### src/rtl/unidade_controle_multiciclo.sv
// Control unit for the 16-bit multicycle processor datapath.
// Latches a 9-bit instruction {opcode, Rx, Ry} from DIN in T0, then walks
// T1..T3 driving one-hot register enables, bus-source selects, ALU op and Done.
// Optional retired-instruction counter: define INSTR_COUNT_EN to build it;
// otherwise InstrCount is tied to zero and no counter flops exist.
module unidade_controle_multiciclo #(
  parameter int DATA_WIDTH = 16,
  parameter int IR_WIDTH   = 9,
  parameter int CNT_WIDTH  = 16
) (
  input  logic                  Clock,
  input  logic                  Reset,
  input  logic                  Run,
  input  logic [DATA_WIDTH-1:0] DIN,
  output logic [IR_WIDTH-1:0]   IR,
  output logic [2:0]            Tstep,
  output logic                  IRin,
  output logic [7:0]            Rin,
  output logic [7:0]            Rout,
  output logic                  DINout,
  output logic                  Gout,
  output logic                  Ain,
  output logic                  Gin,
  output logic [2:0]            ALUop,
  output logic                  Done,
  output logic [CNT_WIDTH-1:0]  InstrCount
);

  typedef enum logic [1:0] {
    T0 = 2'd0,
    T1 = 2'd1,
    T2 = 2'd2,
    T3 = 2'd3
  } tstep_e;

  localparam logic [2:0] OP_MV  = 3'b000;
  localparam logic [2:0] OP_MVI = 3'b001;

  tstep_e              tstep_q, tstep_d;
  logic [IR_WIDTH-1:0] ir_q, ir_d;

  logic [2:0] opcode;
  logic [2:0] rx;
  logic [2:0] ry;

  // Upper DIN bits carry no instruction information at fetch.
  logic unused_din;
  assign unused_din = ^DIN[DATA_WIDTH-1:IR_WIDTH];

  assign opcode = ir_q[8:6];
  assign rx     = ir_q[5:3];
  assign ry     = ir_q[2:0];

  assign IR    = ir_q;
  assign Tstep = {1'b0, tstep_q};

  // Decode a 3-bit register index into a one-hot enable.
  function automatic logic [7:0] reg_sel(input logic [2:0] idx);
    reg_sel = 8'b0000_0001 << idx;
  endfunction

  // Next-step and control decode; Reset forces every control output low.
  always_comb begin
    tstep_d = tstep_q;
    ir_d    = ir_q;
    IRin    = 1'b0;
    Rin     = 8'h00;
    Rout    = 8'h00;
    DINout  = 1'b0;
    Gout    = 1'b0;
    Ain     = 1'b0;
    Gin     = 1'b0;
    ALUop   = 3'b000;
    Done    = 1'b0;
    if (!Reset) begin
      unique case (tstep_q)
        T0: begin
          IRin = Run;
          if (Run) begin
            ir_d    = DIN[IR_WIDTH-1:0];
            tstep_d = T1;
          end
        end
        T1: begin
          if (opcode == OP_MV) begin
            Rout    = reg_sel(ry);
            Rin     = reg_sel(rx);
            Done    = 1'b1;
            tstep_d = T0;
          end else if (opcode == OP_MVI) begin
            DINout  = 1'b1;
            Rin     = reg_sel(rx);
            Done    = 1'b1;
            tstep_d = T0;
          end else begin
            Rout    = reg_sel(rx);
            Ain     = 1'b1;
            tstep_d = T2;
          end
        end
        T2: begin
          Rout    = reg_sel(ry);
          Gin     = 1'b1;
          ALUop   = opcode;
          tstep_d = T3;
        end
        T3: begin
          Gout    = 1'b1;
          Rin     = reg_sel(rx);
          Done    = 1'b1;
          tstep_d = T0;
        end
        default: tstep_d = T0;
      endcase
    end
  end

  // Step counter and instruction register.
  always_ff @(posedge Clock) begin
    if (Reset) begin
      tstep_q <= T0;
      ir_q    <= '0;
    end else begin
      tstep_q <= tstep_d;
      ir_q    <= ir_d;
    end
  end

`ifdef INSTR_COUNT_EN
  logic [CNT_WIDTH-1:0] cnt_q, cnt_d;

  // Retired-instruction count; wraps silently.
  always_comb begin
    cnt_d = cnt_q;
    if (Done) cnt_d = cnt_q + 1'b1;
  end

  // Counter register, cleared by Reset.
  always_ff @(posedge Clock) begin
    if (Reset) cnt_q <= '0;
    else       cnt_q <= cnt_d;
  end

  assign InstrCount = cnt_q;
`else
  assign InstrCount = '0;
`endif

endmodule

### config.mk
export PLATFORM = sky130hd
export DESIGN_NAME = unidade_controle_multiciclo
export DESIGN_NICKNAME = d
export VERILOG_FILES = /design/src/rtl/unidade_controle_multiciclo.sv
export SDC_FILE = /design/constraint.sdc
export NUM_CORES = 1
export LEC_CHECK = 0
export ABC_CLOCK_PERIOD_IN_PS = 1600
export BUFFER_PORTS_ARGS = -buffer_cell sky130_fd_sc_hd__clkbuf_2
export CORE_MARGIN = 1
export CORE_UTILIZATION = 34
export CTS_CLUSTER_DIAMETER = 50
export DETAILED_ROUTE_END_ITERATION = 16
export PLACE_DENSITY = 0.71
export SYNTH_ARGS = -nofsm -noshare
export SYNTH_HDL_FRONTEND = slang
export SYNTH_SLANG_ARGS = --single-unit
export TNS_END_PERCENT = 1
### constraint.sdc
create_clock -name Clock -period 1.6 [get_ports Clock]
set_clock_uncertainty 0.2 [all_clocks]
set_input_delay 0.08 -clock Clock [delete_from_list [all_inputs] [get_ports Clock]]
set_output_delay 0.08 -clock Clock [all_outputs]
set_load 0.1 [all_outputs]
; ---- Yosys cells after proc, flatten, opt, wreduce, memory -nomap -nowiden
; Index checks and enable logic that the tools add are counted.
[op_classes]
addsub = 0
mul = 0
n_div = 0
magnitude_cmp = 0
eq_ne = 5
shifts = 2
muxes = 31
bitwise_logic = 0
reduce_logical = 3
[op_table]
columns = cell, n
row1 = $mux 8, 6
row2 = $pmux 8 s2, 2
row3 = $mux 1, 16
row4 = $shl 1x3->8 const A, 2
row5 = $pmux 2 s4, 1
row6 = $mux 2, 3
row7 = $mux 3, 2
row8 = $eq 2x2->1 const B, 2
row9 = $eq 3x1->1 const B, 1
row10 = $logic_not 3->1, 1
row11 = $eq 2x1->1 const B, 1
row12 = $logic_not 2->1, 1
row13 = $ne 2x2->1 const B, 1
row14 = $pmux 1 s2, 1
row15 = $reduce_and 2->1, 1
[totals]
regBits = 11
latchBits = 0
mem_bits_rw = 0
rom_bits = 0
out_inout_bits = 53
word_cells = 43
n_memories = 0

; ---- Depth between registers and ports, before layout
[depth]
word_depth = 5
depth_mapped = 6

; ---- Worst setup path before layout
; OpenSTA, ideal clock, no wires.
[synth_timing]
path_type = register -> output
from = reg tstep_q[0]
to = out Rout[3]
arrival_ns = 4.223
slack_ns = -2.903
stages_incl_launch_ff = 6
cell_sequence = dfxtp_1 -> inv_1 -> ha_1 -> nor2b_1 -> nand3_1 -> o32ai_1
[synth_via]
elab_chain_cells = 3
word_cells_on_any_way = 4
cone_classes = eq/ne: 2 / mux: 2
[synth_rtl]
columns = item, line_no
row1 = "start, declared", 39  ; tstep_e tstep_q, tstep_d;
row2 = "start signal, assigned", 124  ; tstep_q <= tstep_d;
row3 = $eq 2x2->1 or $eq 2x1->1 (tied branches), 76  ; unique case (tstep_q)
row4 = $pmux 8 s2 *, 76
row5 = $mux 8 *, 75  ; if (!Reset) begin
row6 = "end, declared", 19  ; output logic [7:0] Rout,
; Every way passes the cells marked *; elsewhere a longest branch is shown, timed or not.

; ---- Final worst setup path
[layout_timing]
from = reg tstep_q[0]
to = out Rout[0]
; Same word-level chain as after synthesis.

==> summary.txt <==
Worst setup path
  – Crit start category: flip-flop
  – Largest delay share family, worst path: flip-flops
  – WP data arrival: 1840 ps
  – Slowest CP cell: dfxtp_4
  – Worst path cell trace: inv_4 > ha_4 > nor2b_4 > nand2_1 > o32ai_4 > buf_12
  – Buf/Inv on CP: 2
  – Critical Path Max Stage Delay: 390 ps
  – Crit path kind: flip-flop to output port
  – Crit path capture type: output port
  – Crit Path Max Fanout: 4
  – Worst path required time: 1320 ps

Detailed routing
  – Post-DRT Antenna Nets: 0
  – WL/cell: 17.3 um
  – DRC: 0
  – Via density: 4.99
  – Vias: 1153
  – Iter 0 DRT Violations: 13
  – Drt total wl: 3990 um
  – DR pass1 iterations: 4

STA
  – Setup violators final: 24
  – Final WS setup: -516 ps
  – Crit path time final: 2120 ps
  – RSZ-0062 raised after global routing: true
  – Slew at the pin closest to its max-slew limit: 569 ps
  – Final Max Tran Viols: 0
  – Final Cycle Share: 132%
  – Fmax achieved: 473 MHz
  – Max_slew headroom: 62.3%
  – Final hold violations: 0

Global route
  – Largest net degree at the start of global routing: 14
  – First-pass GRT wire length: 6090 um
  – Vias in the first global route: 1184
  – Total track usage: 30.6%
  – Initial antenna violation count: 0
  – Gr ovfl total: 0

Status
  – Outcome: finished, violations left
  – Violated checks: negative setup slack

Power
  – Int Pwr: 0.601 mW
  – Seq pwr share: 25.2%
  – Net switching power: 0.726 mW
  – VDD IR max: 0.726 mV
  – Leakage: 0.854 nW
  – Combinational share of power: 60.0%
  – Pwr Density: 613 mW/mm^2
  – Switching part of the total: 54.7%
  – Clock Power Share: 14.8%
  – Overall power: 1.33 mW

Layout
  – # fillers: 107
  – Most frequent cells in the layout: buf_4 (27), buf_12 (26), nand2_1 (20)
  – Fin util: 88.2%
  – Final net count: 224
  – Most common cell after layout, fill and taps aside: buf_4
  – Synth-to-Final Area Change: 147%
  – Layout cells sized above 1: 62.0%

Die
  – Initial core utilization: 35.7%
  – Core Region: 0.00245 sq mm
  – Die area: 0.00278 sq mm
  – Die width: 52.8 um
  – Ports: 72
  – FP Rows: 18
  – Die H: 52.8 um

Yosys
  – Sequential area share after synthesis: 25.1%
  – Avg Inst Size Synth: 7.36 sq um
  – Warnings from Yosys: 0
  – Top-area cell type share of the netlist area: 25.1%
  – Synth top area cells: dfxtp_1 (25%), buf_4 (15%), nand2_1 (9.0%)
  – Area leader, netlist: dfxtp_1
  – #FFs+latches synth: 11
  – Post-Syn Area: 876 sq um
  – Mapped Cells: 119
  – Synth cell types: 29

CTS
  – Sink Count: 11
  – Root Driver: clkbuf_4
  – TritonCTS clock tree: done
  – Worst skew pair latency: 280 ps
  – Num CTS Buffers: 3
  – Clock-pin slew on the worst setup and hold paths: 80 ps
  – CTS H-tree depth: 1
  – Deepest clock path buffer count: 2

Worst hold path
  – Hold Crit Class: primary input to flip-flop

Place
  – IO Port Bufs: 47
  – Detail Placement HPWL: 2540 um
  – GP Congestion: 0.835

Run
  – Max_cap viols: 0
cell usage after synthesis (all sizes together):
| master | n |
|---|---|
| o32ai | 4 |
| nor3 | 8 |
| inv | 4 |
| nand3 | 1 |
| or2 | 2 |
| dfxtp | 11 |
| o21bai | 1 |
| nand4b | 1 |
| a211oi | 1 |
| nand2 | 21 |
| nor4b | 1 |
| clkbuf | 1 |
| o22ai | 4 |
| nand3b | 2 |
| nor2 | 6 |
| ha | 4 |
| buf | 18 |
| nor2b | 5 |
| nand4 | 2 |
| a21oi | 10 |
| and2 | 5 |
| conb | 1 |
| nand2b | 2 |
| nor3b | 1 |
| and3 | 1 |
| o21ai | 2 |
worst register-to-register path, cell delays in order, from the launching register on:
cell	delay [ps]
dfxtp_4	370
inv_4	70
ha_4	190
and2_1	340
nand2_1	120
a21oi_1	170
power by group through the flow:
stage                     clock network, mW  registers [mW]  logic (mW)
after floorplan                           0           0.474       0.442
after CTS                             0.197           0.330       0.763
after global placement                    0           0.332       0.704
final                                 0.196           0.335       0.796
after global routing                  0.216           0.335       0.821
after detailed placement                  0           0.335       0.716
logic make-up after synthesis:
| family | count (synthesis) | share of synthesized area (%) |
|---|---|---|
| buffers and inverters | 23 | 17.3 |
| adders and majority gates | 4 | 5.71 |
| other | 1 | 0.428 |
| and+or+nand+nor | 58 | 35.6 |
| AOI/OAI and AO/OA | 22 | 15.9 |
| DFF | 11 | 25.1 |
sequential cells by signal, summed over array words and instances, names as in the netlist, named ones only:
| signal | count |
|---|---|
| tstep_q | 1 |
| IR | 9 |
what timing repair did:
action | CTS | global route
hold buffers | 10 | 0
buffers inserted | 3 | 0
hold endpoints to repair | 10 | 0
setup endpoints to repair | 25 | 25
pin swaps | 12 | 2
resized for setup | 12 | 7
layer usage:
layer | share of wire (%) | GRT usage (%) | vias to the layer above
li1 | - | - | 546
met1 | 38 | 33.5 | 552
met2 | 58 | 59.1 | 47
met3 | 3.1 | 3.77 | 8
met4 | 1.7 | 10.5 | 0
met5 | 0 | 0 | -
worst paths after layout:
path	from	endpoint	slack [ps]	cells past startpoint
worst max-delay path	tstep_q[0]$_SDFFE_PP0P_	Rout[0]	-520	6
worst min-delay path	Reset	flip-flop	170	3
worst max register to register	tstep_q[0]$_SDFFE_PP0P_	IR[5]$_SDFFE_PP0P_	60	5
worst min register to register	IR[4]$_SDFFE_PP0P_	IR[4]$_SDFFE_PP0P_	310	2
metrics by stage:
step	instances	TNS, ps	worst slack [ps]	instance area [sq um]	hold WS (ps)
2_1_floorplan	135	-16570	-823	1230	-60.6
3_3_place_gp	213	-2100	-170	1920	94.3
3_5_place_dp	213	-3560	-252	1920	106
4_1_cts	230	-8830	-501	2120	127
5_1_grt	230	-10610	-595	2160	167
6_report	231	-9150	-516	2160	169
area by class of cell:
class,count,area (sq um),share of cell area [%]
flip-flops and latches,11,238,11.0
clock buffers,4,26.3,1.21
inverters,4,23.8,1.10
repair buffers,80,915,42.3
well taps,30,37.5,1.73
diodes,1,2.50,0.116
multi-input cells,101,922,42.6
No activity file was read; power rests on OpenSTA's default activity.
